### src/rtl/parking_gate_controller_if.sv
// Request/status bundle between the gate sensors, the controller and the display logic.
interface parking_gate_controller_if;
    logic       entry_sensor;
    logic       exit_sensor;
    logic [1:0] switch;
    logic [3:0] parking_slots;
    logic       door_open_light;
    logic       full_light;
    logic [2:0] capacity;
    logic [2:0] best_place;
    logic       grant_entry;
    logic       grant_exit;
    logic       reject;

    modport master (
        output entry_sensor, exit_sensor, switch,
        input  parking_slots, door_open_light, full_light, capacity, best_place,
        input  grant_entry, grant_exit, reject
    );

    modport slave (
        input  entry_sensor, exit_sensor, switch,
        output parking_slots, door_open_light, full_light, capacity, best_place,
        output grant_entry, grant_exit, reject
    );
endinterface

### src/rtl/parking_gate_controller.sv
// Shared parking gate sequencer and 4-slot occupancy map.
// Define PARKING_ROUND_ROBIN_EN to alternate simultaneous requests; otherwise exit wins ties.
module parking_gate_controller #(
    parameter int unsigned DOOR_CYCLES = 3
) (
    input  logic                    clk,
    input  logic                    rst_n,
    parking_gate_controller_if.slave bus
);
    typedef enum logic [1:0] {IDLE, OPEN, CLOSE} state_t;

    state_t     state_q;
    logic [3:0] slots_q, slots_d;
    logic [3:0] door_cnt_q;
    logic       door_q;
    logic       grant_entry_q, grant_exit_q, reject_q;

    logic [3:0] free_mask;
    logic [2:0] best_place;
    logic [2:0] capacity;
    logic       entry_wins_tie;
    logic       serve_entry, serve_exit, accept, refuse;

`ifdef PARKING_ROUND_ROBIN_EN
    typedef enum logic {DIR_ENTRY, DIR_EXIT} dir_t;
    dir_t last_dir_q;

    assign entry_wins_tie = (last_dir_q == DIR_EXIT);

    always_ff @(posedge clk or negedge rst_n) begin
        if (!rst_n) begin
            last_dir_q <= DIR_EXIT;
        end else if (state_q == IDLE && accept) begin
            last_dir_q <= serve_entry ? DIR_ENTRY : DIR_EXIT;
        end
    end
`else
    assign entry_wins_tie = 1'b0;
`endif

    // free_mask is one-hot on the lowest free slot, all-zero when the lot is full
    always_comb begin
        free_mask  = '0;
        best_place = '0;
        for (int unsigned i = 4; i > 0; i--) begin
            if (!slots_q[i-1]) begin
                free_mask        = '0;
                free_mask[i-1]   = 1'b1;
                best_place       = 3'(i);
            end
        end
        capacity = 3'd4;
        for (int unsigned i = 0; i < 4; i++) begin
            capacity = capacity - 3'(slots_q[i]);
        end
    end

    // A refused winner blocks the loser for that cycle: only one side is ever served
    always_comb begin
        serve_entry = bus.entry_sensor && (!bus.exit_sensor || entry_wins_tie);
        serve_exit  = bus.exit_sensor && !serve_entry;
        accept      = (serve_entry && (free_mask != '0)) ||
                      (serve_exit && slots_q[bus.switch]);
        refuse      = (serve_entry || serve_exit) && !accept;
        slots_d     = slots_q;
        if (serve_entry) begin
            slots_d = slots_q | free_mask;
        end else if (serve_exit) begin
            slots_d = slots_q & ~(4'b0001 << bus.switch);
        end
    end

    always_ff @(posedge clk or negedge rst_n) begin
        if (!rst_n) begin
            state_q       <= IDLE;
            slots_q       <= '0;
            door_cnt_q    <= '0;
            door_q        <= 1'b0;
            grant_entry_q <= 1'b0;
            grant_exit_q  <= 1'b0;
            reject_q      <= 1'b0;
        end else begin
            grant_entry_q <= 1'b0;
            grant_exit_q  <= 1'b0;
            reject_q      <= 1'b0;
            case (state_q)
                IDLE: begin
                    if (accept) begin
                        state_q       <= OPEN;
                        slots_q       <= slots_d;
                        door_q        <= 1'b1;
                        door_cnt_q    <= 4'(DOOR_CYCLES - 1);
                        grant_entry_q <= serve_entry;
                        grant_exit_q  <= serve_exit;
                    end
                    reject_q <= refuse;
                end
                OPEN: begin
                    if (door_cnt_q == '0) begin
                        state_q <= CLOSE;
                        door_q  <= 1'b0;
                    end else begin
                        door_cnt_q <= door_cnt_q - 4'd1;
                    end
                end
                CLOSE: begin
                    state_q <= IDLE;
                end
                default: begin
                    state_q <= IDLE;
                    door_q  <= 1'b0;
                end
            endcase
        end
    end

    assign bus.parking_slots   = slots_q;
    assign bus.door_open_light = door_q;
    assign bus.full_light      = (slots_q == 4'b1111);
    assign bus.capacity        = capacity;
    assign bus.best_place      = best_place;
    assign bus.grant_entry     = grant_entry_q;
    assign bus.grant_exit      = grant_exit_q;
    assign bus.reject          = reject_q;
endmodule

### src/flat_wrapper.sv
// flat-port wrapper written by rule: the top's interface ports become plain ports
module parking_gate_controller_flat 
#(
    parameter int unsigned DOOR_CYCLES = 3
)
  (clk, rst_n, bus_entry_sensor, bus_exit_sensor, bus_switch, bus_parking_slots, bus_door_open_light, bus_full_light, bus_capacity, bus_best_place, bus_grant_entry, bus_grant_exit, bus_reject);
  parking_gate_controller_if bus_i ();
  input  logic clk;
  input  logic rst_n;
  input wire logic [$bits(bus_i.entry_sensor)-1:0] bus_entry_sensor;
  input wire logic [$bits(bus_i.exit_sensor)-1:0] bus_exit_sensor;
  input wire logic [$bits(bus_i.switch)-1:0] bus_switch;
  output wire logic [$bits(bus_i.parking_slots)-1:0] bus_parking_slots;
  output wire logic [$bits(bus_i.door_open_light)-1:0] bus_door_open_light;
  output wire logic [$bits(bus_i.full_light)-1:0] bus_full_light;
  output wire logic [$bits(bus_i.capacity)-1:0] bus_capacity;
  output wire logic [$bits(bus_i.best_place)-1:0] bus_best_place;
  output wire logic [$bits(bus_i.grant_entry)-1:0] bus_grant_entry;
  output wire logic [$bits(bus_i.grant_exit)-1:0] bus_grant_exit;
  output wire logic [$bits(bus_i.reject)-1:0] bus_reject;
  assign bus_i.entry_sensor = bus_entry_sensor;
  assign bus_i.exit_sensor = bus_exit_sensor;
  assign bus_i.switch = bus_switch;
  assign bus_parking_slots = bus_i.parking_slots;
  assign bus_door_open_light = bus_i.door_open_light;
  assign bus_full_light = bus_i.full_light;
  assign bus_capacity = bus_i.capacity;
  assign bus_best_place = bus_i.best_place;
  assign bus_grant_entry = bus_i.grant_entry;
  assign bus_grant_exit = bus_i.grant_exit;
  assign bus_reject = bus_i.reject;
  parking_gate_controller #(.DOOR_CYCLES(DOOR_CYCLES)) u_core (.clk(clk), .rst_n(rst_n), .bus(bus_i));
endmodule
### config.mk
export PLATFORM = sky130hd
export DESIGN_NAME = parking_gate_controller_flat
export DESIGN_NICKNAME = d
export VERILOG_FILES = /design/src/rtl/parking_gate_controller_if.sv /design/src/rtl/parking_gate_controller.sv /design/src/flat_wrapper.sv
export SDC_FILE = /design/constraint.sdc
export NUM_CORES = 1
export LEC_CHECK = 0
export CORE_MARGIN = 2
export CORE_UTILIZATION = 43
export CTS_BUF_LIST = sky130_fd_sc_hd__clkbuf_16
export DETAILED_ROUTE_END_ITERATION = 10
export MAX_ROUTING_LAYER = met4
export PLACE_DENSITY = 0.75
export SYNTH_ARGS = -nofsm -noshare
export SYNTH_HDL_FRONTEND = slang
export SYNTH_SLANG_ARGS = --single-unit
### constraint.sdc
create_clock -name clk -period 1.75 [get_ports clk]
set_input_delay 0.35 -clock clk [delete_from_list [all_inputs] [get_ports clk]]
set_output_delay 0.35 -clock clk [all_outputs]
set_load 0.02 [all_outputs]
==> results by group, run 1 <==
CTS
  – Skew-Pair Late Insertion Delay: around 0.24 ns
  – Clock transition at path regs: 0.05 ns
  – CTS Sinks: 14
  – CTS Hold Bufs: 0
  – Longest Clk Path Bufs: 2
  – CTS tree: done
  – Num CTS Buffers: 3
  – H-Tree Depth: 1
  – Root Buffer: clkbuf_16

Worst setup path
  – Startpoint types: flop
  – Top cell by count, worst path: ha_4
  – Crit path cell chain: fa_1 > inv_2 > ha_4 > ha_4 > buf_6
  – CP Capture Type: output port
  – Critical path arrival: approximately 1.8 ns
  – Worst-path maximum fanout: 2
  – CP required: around 1.4 ns
  – Crit path largest cell delay: 0.55 ns
  – CP max stage cell: fa_1
  – Setup CP Type: flop to output port

Outcome
  – Failing checks: setup timing
  – Run status: finished with violations

Pwr
  – Register share of total power: 0.185
  – Switch Pwr: 1270 uW
  – Static leakage: 0.000661 uW
  – Switch share: 0.405
  – Power share of the clock group: 0.136
  – Pwr dens: 2330 mW/mm^2
  – Peak supply drop: 1.92 mV
  – Comb pwr share: 0.679
  – Internal Pwr Total: between 1500 and 2000 uW

Routing
  – 1st-pass router iterations: 4
  – Vias: 793
  – WL final: 2140 um
  – Detailed Route Iter0 Violations: 7
  – DRC: 0
  – DR WL/cell: 14.0 um
  – Vias per cell: 5.18
  – Final ANT Viol Nets: 0

Global route
  – Pin count of the biggest net entering global routing: 15
  – Initial antenna violation count: 0
  – Total track usage: 0.216
  – Vias in the first global route: roughly 760
  – Remaining global-route overflow: 0
  – First-pass GRT wire length: 3280 um

Cells and area
  – Layout cells sized above 1: 0.375
  – Synth-to-Final Area Change: 60.5%
  – Post-route cell area: 0.00135 mm^2
  – # fillers: 118
  – Layout Nets: 142
  – Antenna cells: 0
  – Seq. cell area: around 350 um^2
  – Core Util, Final: 0.756
  – Area of the multi-input gates: 494 um^2

STA
  – Worst-margin pin slew: 0.549 ns
  – Tcrit/Tclk final: 1.20
  – Slew Limit Fails: 0
  – Setup WS post-layout: -0.358 ns
  – Fin crit period: approximately 2.1 ns
  – Unrepaired setup endpoints after global routing: true
  – Count of final setup violators: 9
  – Clock Skew: ~0.0021 ns
  – F_max: ~0.47 GHz
  – Final hold vios: 0
  – Slew HR: 0.633

Synth
  – Synth warnings: 0
  – Cell with the most instances after synthesis: dfrtp_1
  – Avg Inst Size Synth: 9.99 um^2
  – List of most frequent post-synthesis cells: dfrtp_1, inv_1, a21oi_1, ha_1, nor2_1
  – Yosys top cell by area: dfrtp_1
  – FFs w/ async S/R, synth: 1.00
  – Sequential fraction of the synthesis area: 0.417
  – Number of enable flip-flop cells after synthesis: 0
  – Post-Syn Area: 840 um^2
  – Distinct cells, synth: 31
  – Synth Flop Type: dfrtp_1
  – Top-area cell type share of the netlist area: 0.417
  – Mapped Cells: 84
  – Synthesized Nets: 97
  – Largest cells by area after synthesis: dfrtp_1, ha_1, a21oi_1, inv_1, a31oi_1
  – Synthesized flop and latch total: 14

Run
  – Max_cap viols: 0

Placed design
  – Dpl hpwl: 1580 um
  – RePlAce Congestion: 0.868
  – Placed Area: 0.00123 mm^2
  – Port bufs: 20

Floorplanning
  – Rows: 15
  – Top Ports: 21
  – Initial Util: 0.471
  – Die area: between 0.002 and 0.0025 mm^2
  – Core area: ~0.0018 mm^2
  – Die W: approximately 48 um
  – Die Y: between 40 and 50 um

Min path
  – Min-Delay Path Class: primary input to asynchronous set/reset pin
cell type report:
class,instances,area share
Clock buffer,3,0.0557
Clock inverter,1,0.00279
Inverter,9,0.0269
Multi-Input combinational cell,61,0.367
Sequential cell,14,0.263
Tap cell,25,0.0232
Timing Repair Buffer,40,0.262
what timing repair did:
action	CTS	global route
gates resized for setup	30	15
buffers inserted	0	2
gates cloned	0	1
pin swaps	2	5
hold endpoints to repair	0	0
endpoints found under the setup margin	15	11
logic make-up after synthesis:
logic type                 synth area share
buffers and inverters                0.0402
and+or+nand+nor                       0.168
DFF                                   0.417
adders and majority gates             0.113
AOI/OAI and AO/OA                     0.195
muxes                                0.0551
xor gates and xnor gates             0.0104
metrics by stage:
| step | hold slack [ns] | setup TNS [ns] | instances | setup WS, ns | total power [uW] |
|---|---|---|---|---|---|
| 2_1_floorplan | 0.0544 | -0.102 | 84 | -0.102 | 1810 |
| 5_1_grt | 0.451 | -1.60 | 153 | -0.397 | 3370 |
| 3_5_place_dp | 0.492 | -4.90 | 146 | -0.595 | 2550 |
| 4_1_cts | 0.424 | -0.864 | 150 | -0.369 | 3050 |
| 3_3_place_gp | 0.481 | -4.72 | 146 | -0.576 | 2470 |
| 6_report | 0.415 | -1.22 | 153 | -0.358 | 3150 |
routing by layer:
metal | GRT usage | wire (um) | vias to the layer above
li1 | - | - | 389
met1 | 0.269 | 985 | 376
met2 | 0.321 | 1030 | 24
met3 | 0.0704 | 89 | 4
met4 | 0.0919 | 36 | 0
met5 | - | 0 | -
cells in the final DEF, fill, tap and decap left out, types with 4 or more instances in the layout:
cell / instances
dfrtp_1: 11
inv_1: 6
nor2_1: 6
ha_1: 4
a21oi_1: 7
clkdlybuf4s50_1: 11
buf_4: 15
buf_6: 7
flip-flops by register name (all words and copies together), names as in the netlist:
signal,count
u_core.bus.grant_exit,1
u_core.bus.door_open_light,1
u_core.state_q,2
u_core.bus.parking_slots,4
u_core.door_cnt_q,4
u_core.bus.grant_entry,1
u_core.bus.reject,1
worst max-delay path: cells and delay by family, from the launching register on:
kind | cells | cell delay [ns]
buffers and inverters | 2 | 0.15
flip-flops | 1 | 0.41
adder cells (fa/ha/maj) | 3 | 0.95
worst paths after layout:
| path | startpoint | to | slack [ns] | depth (start not counted) |
|---|---|---|---|---|
| min in group clk | u_core.bus.door_open_light | u_core.bus.door_open_light | 0.50 | 1 |
| worst min-delay path | rst_n | u_core.bus.grant_exit | 0.42 | 2 |
| worst min register to register | u_core.bus.door_open_light | u_core.bus.door_open_light | 0.50 | 1 |
| max in group asynchronous | rst_n | u_core.bus.parking_slots[2] | 1.15 | 2 |
| worst max register to register | u_core.bus.parking_slots[2] | u_core.bus.door_open_light | -0.12 | 6 |
| worst max-delay path | u_core.bus.parking_slots[2] | bus_capacity[1] | -0.36 | 5 |
power groups by stage:
stage | Clock [uW] | Combinational, uW | Sequential [uW]
floorplan | 0 | 1110 | 698
global placement | 0 | 1900 | 572
detailed placement | 0 | 1980 | 577
CTS | 439 | 2040 | 574
global route | 451 | 2310 | 602
finish | 427 | 2140 | 582
Note: power is estimated with default switching activity, not from simulation.
==> run 2: changes to the inputs <==
- ABC_AREA: not set -> 1
- SKIP_CTS_REPAIR_TIMING: not set -> 1
==> results by group, run 2 <==
Synth
  – Synthesized Nets: 124 (+28%)
  – Largest cells by area after synthesis: dfrtp_1, nand2_1, ha_1, inv_1, o21ai_0
  – List of most frequent post-synthesis cells: nand2_1, inv_1, dfrtp_1, o21ai_0, ha_1
  – Number of enable flip-flop cells after synthesis: 0 (unchanged)
  – Synth Flop Type: dfrtp_1
  – Yosys top cell by area: dfrtp_1
  – Synthesized flop and latch total: 14 (unchanged)
  – Cell with the most instances after synthesis: nand2_1
  – FFs w/ async S/R, synth: 1.00 (unchanged)
  – Top-area cell type share of the netlist area: 0.402 (-0.0156)
  – Mapped Cells: 111 (+32%)
  – Distinct cells, synth: 19 (-39%)
  – Sequential fraction of the synthesis area: 0.402 (-0.0156)
  – Post-Syn Area: 872 um^2 (+3.9%)
  – Avg Inst Size Synth: 7.86 um^2 (-21%)
  – Synth warnings: 0 (unchanged)

Placed design
  – Placed insts: 170 (+16%)
  – Port bufs: 20 (unchanged)
  – Placed Area: 0.00122 mm^2 (-0.31%)
  – Dpl hpwl: 1520 um (-4.0%)
  – RePlAce Congestion: 0.841 (-3.1%)

Cells and area
  – Layout cells sized above 1: 0.197 (-0.178)
  – Non-filler cells, final: 174 (+14%)
  – Most common cell after layout, fill and taps aside: nand2_1
  – Post-route cell area: 0.00132 mm^2 (-1.9%)
  – Commonest non-fill, non-tap cells in the layout: nand2_1, inv_1, o21ai_0, buf_4, dfrtp_1
  – Synth-to-Final Area Change: 51.5%
  – Layout Nets: 161 (+13%)
  – Antenna cells: 0 (unchanged)

Floorplanning
  – Core area: 0.00194 mm^2 (+8.9%)
  – Rows: 16 (+1)
  – Initial Util: 0.449 (-0.0218)
  – Top Ports: 21 (unchanged)
  – Die Y: 49.0 um (+1.8%)
  – Die area: 0.00240 mm^2 (+3.6%)
  – Die W: 49.0 um (+1.8%)

STA
  – Tcrit/Tclk final: 1.20 (about the same)
  – Final hold vios: 0 (unchanged)
  – Unrepaired setup endpoints after global routing: true
  – Slew HR: 0.777 (+0.144)
  – F_max: 0.475 GHz (about the same)
  – Clock Skew: 0.00541 ns (+0.00328 ns)
  – Setup TNS: -0.836 ns (+0.379 ns)
  – Worst-margin pin slew: 0.333 ns (-0.216 ns)
  – Fin crit period: 2.11 ns (-0.00185 ns)
  – Count of final setup violators: 3 (-6)
  – Setup WS post-layout: -0.357 ns (+0.00185 ns)
  – Slew Limit Fails: 0 (unchanged)

Global route
  – Initial antenna violation count: 0 (unchanged)
  – Total track usage: 0.203 (-0.0137)
  – First-pass GRT wire length: 3620 um (+10%)
  – Pin count of the biggest net entering global routing: 15 (unchanged)
  – Vias in the first global route: 869 (+15%)
  – Remaining global-route overflow: 0 (unchanged)

Worst setup path
  – Startpoint types: flop
  – CP Capture Type: output port
  – Flop2flop setup slack: 0.20 ns (+0.32 ns)
  – Worst-path maximum fanout: 2 (unchanged)
  – Setup CP Type: flop to output port
  – Critical path arrival: 1.76 ns (about the same)
  – CP required: 1.40 ns (about the same)

Pwr
  – Power share of the clock group: 0.151 (+0.015)
  – Switch share: 0.426 (+0.0210)
  – Internal Pwr Total: 1620 uW (-13%)
  – Static leakage: 0.000758 uW (+15%)
  – Pwr dens: 2130 mW/mm^2 (-8.5%)
  – Peak supply drop: 2.05 mV (+7.1%)
  – Register share of total power: 0.192 (+0.007)
  – Comb pwr share: 0.656 (-0.023)
  – Switch Pwr: 1200 uW (-5.7%)

CTS
  – Num CTS Buffers: 3 (unchanged)
  – Clock transition at path regs: 0.05 ns (about the same)
  – H-Tree Depth: 1 (unchanged)
  – Skew-Pair Late Insertion Delay: 0.24 ns (about the same)
  – CTS tree: done
  – Root Buffer: clkbuf_16
  – CTS Sinks: 14 (unchanged)
  – Longest Clk Path Bufs: 2 (unchanged)

Routing
  – WL final: 2010 um (-6.1%)
  – DR WL/cell: 11.6 um (-17%)
  – Final ANT Viol Nets: 0 (unchanged)
  – Vias: 836 (+5.4%)
  – 1st-pass router iterations: 3 (-1)
  – Vias per cell: 4.80 (-7.3%)
  – Detailed Route Iter0 Violations: 9 (+2)
  – DRC: 0 (unchanged)

Outcome
  – Failing checks: setup timing
  – Run status: finished with violations

Run
  – Max_cap viols: 0 (unchanged)

Min path
  – Min-Delay Path Class: primary input to asynchronous set/reset pin
==> run 2: worst max-delay path, stage by stage (launching register included) <==
cell and delay [ns]:
dfrtp_2 0.41, fa_1 0.56, inv_2 0.05, ha_4 0.15, ha_4 0.25, buf_6 0.10
==> run 2: stage by stage <==
| step | worst slack, ns | utilization | hold WS [ns] | total power (uW) |
|---|---|---|---|---|
| 2_1_floorplan | -0.110 | - | 0.0544 | 1740 |
| 3_3_place_gp | -0.581 | 0.630 | 0.445 | 2250 |
| 3_5_place_dp | -0.582 | 0.630 | 0.459 | 2300 |
| 4_1_cts | -0.855 | 0.671 | 0.420 | 2760 |
| 5_1_grt | -0.398 | 0.680 | 0.429 | 3070 |
| 6_report | -0.357 | 0.680 | 0.414 | 2820 |
==> run 2: cells by family (layout without fill, tap and decap cells) <==
kind of cell / Yosys count / after routing / share of synthesized area
compound gates: 16 / 16 / 0.0976
xor+xnor: 2 / 2 / 0.0201
fa+ha+maj: 7 / 7 / 0.109
buf+inv: 21 / 57 / 0.0904
flops: 14 / 14 / 0.402
simple gates: 51 / 51 / 0.281
==> run 2: cell type report <==
class                      count  area, um^2
tap                           27        33.8
inverter                      21        78.8
multi-input combinational     76         468
clock buffer                   3        75.1
timing repair buffer          32         309
fill                         159         621
sequential                    14         353
clock inverter                 1        3.75
==> run 2: worst paths after layout <==
kind / startpoint / to / cells after the start
worst max-delay path: u_core.bus.parking_slots[0] / bus_capacity[1] / 5
worst min-delay path: rst_n / u_core.bus.reject / 2
worst max register to register: u_core.bus.parking_slots[0] / u_core.bus.parking_slots[3] / 8
worst min register to register: u_core.state_q[1] / u_core.state_q[1] / 1
max in group asynchronous: rst_n / u_core.bus.parking_slots[0] / 2
min in group clk: u_core.state_q[1] / u_core.state_q[1] / 1
==> run 2: layer usage <==
metal | track usage | routed length, um | vias to the layer above
met3 | 0.0675 | 94 | 6
li1 | - | - | 423
met4 | 0.0667 | 53 | 0
met5 | - | 0 | -
met1 | 0.239 | 902 | 387
met2 | 0.326 | 960 | 20
==> run 2: power by group through the flow <==
stage	sequential [uW]	clock, uW	combinational (uW)
after global routing	557	448	2060
after floorplan	668	0	1070
after detailed placement	547	0	1760
after global placement	539	0	1710
final	543	426	1850
after CTS	544	430	1780
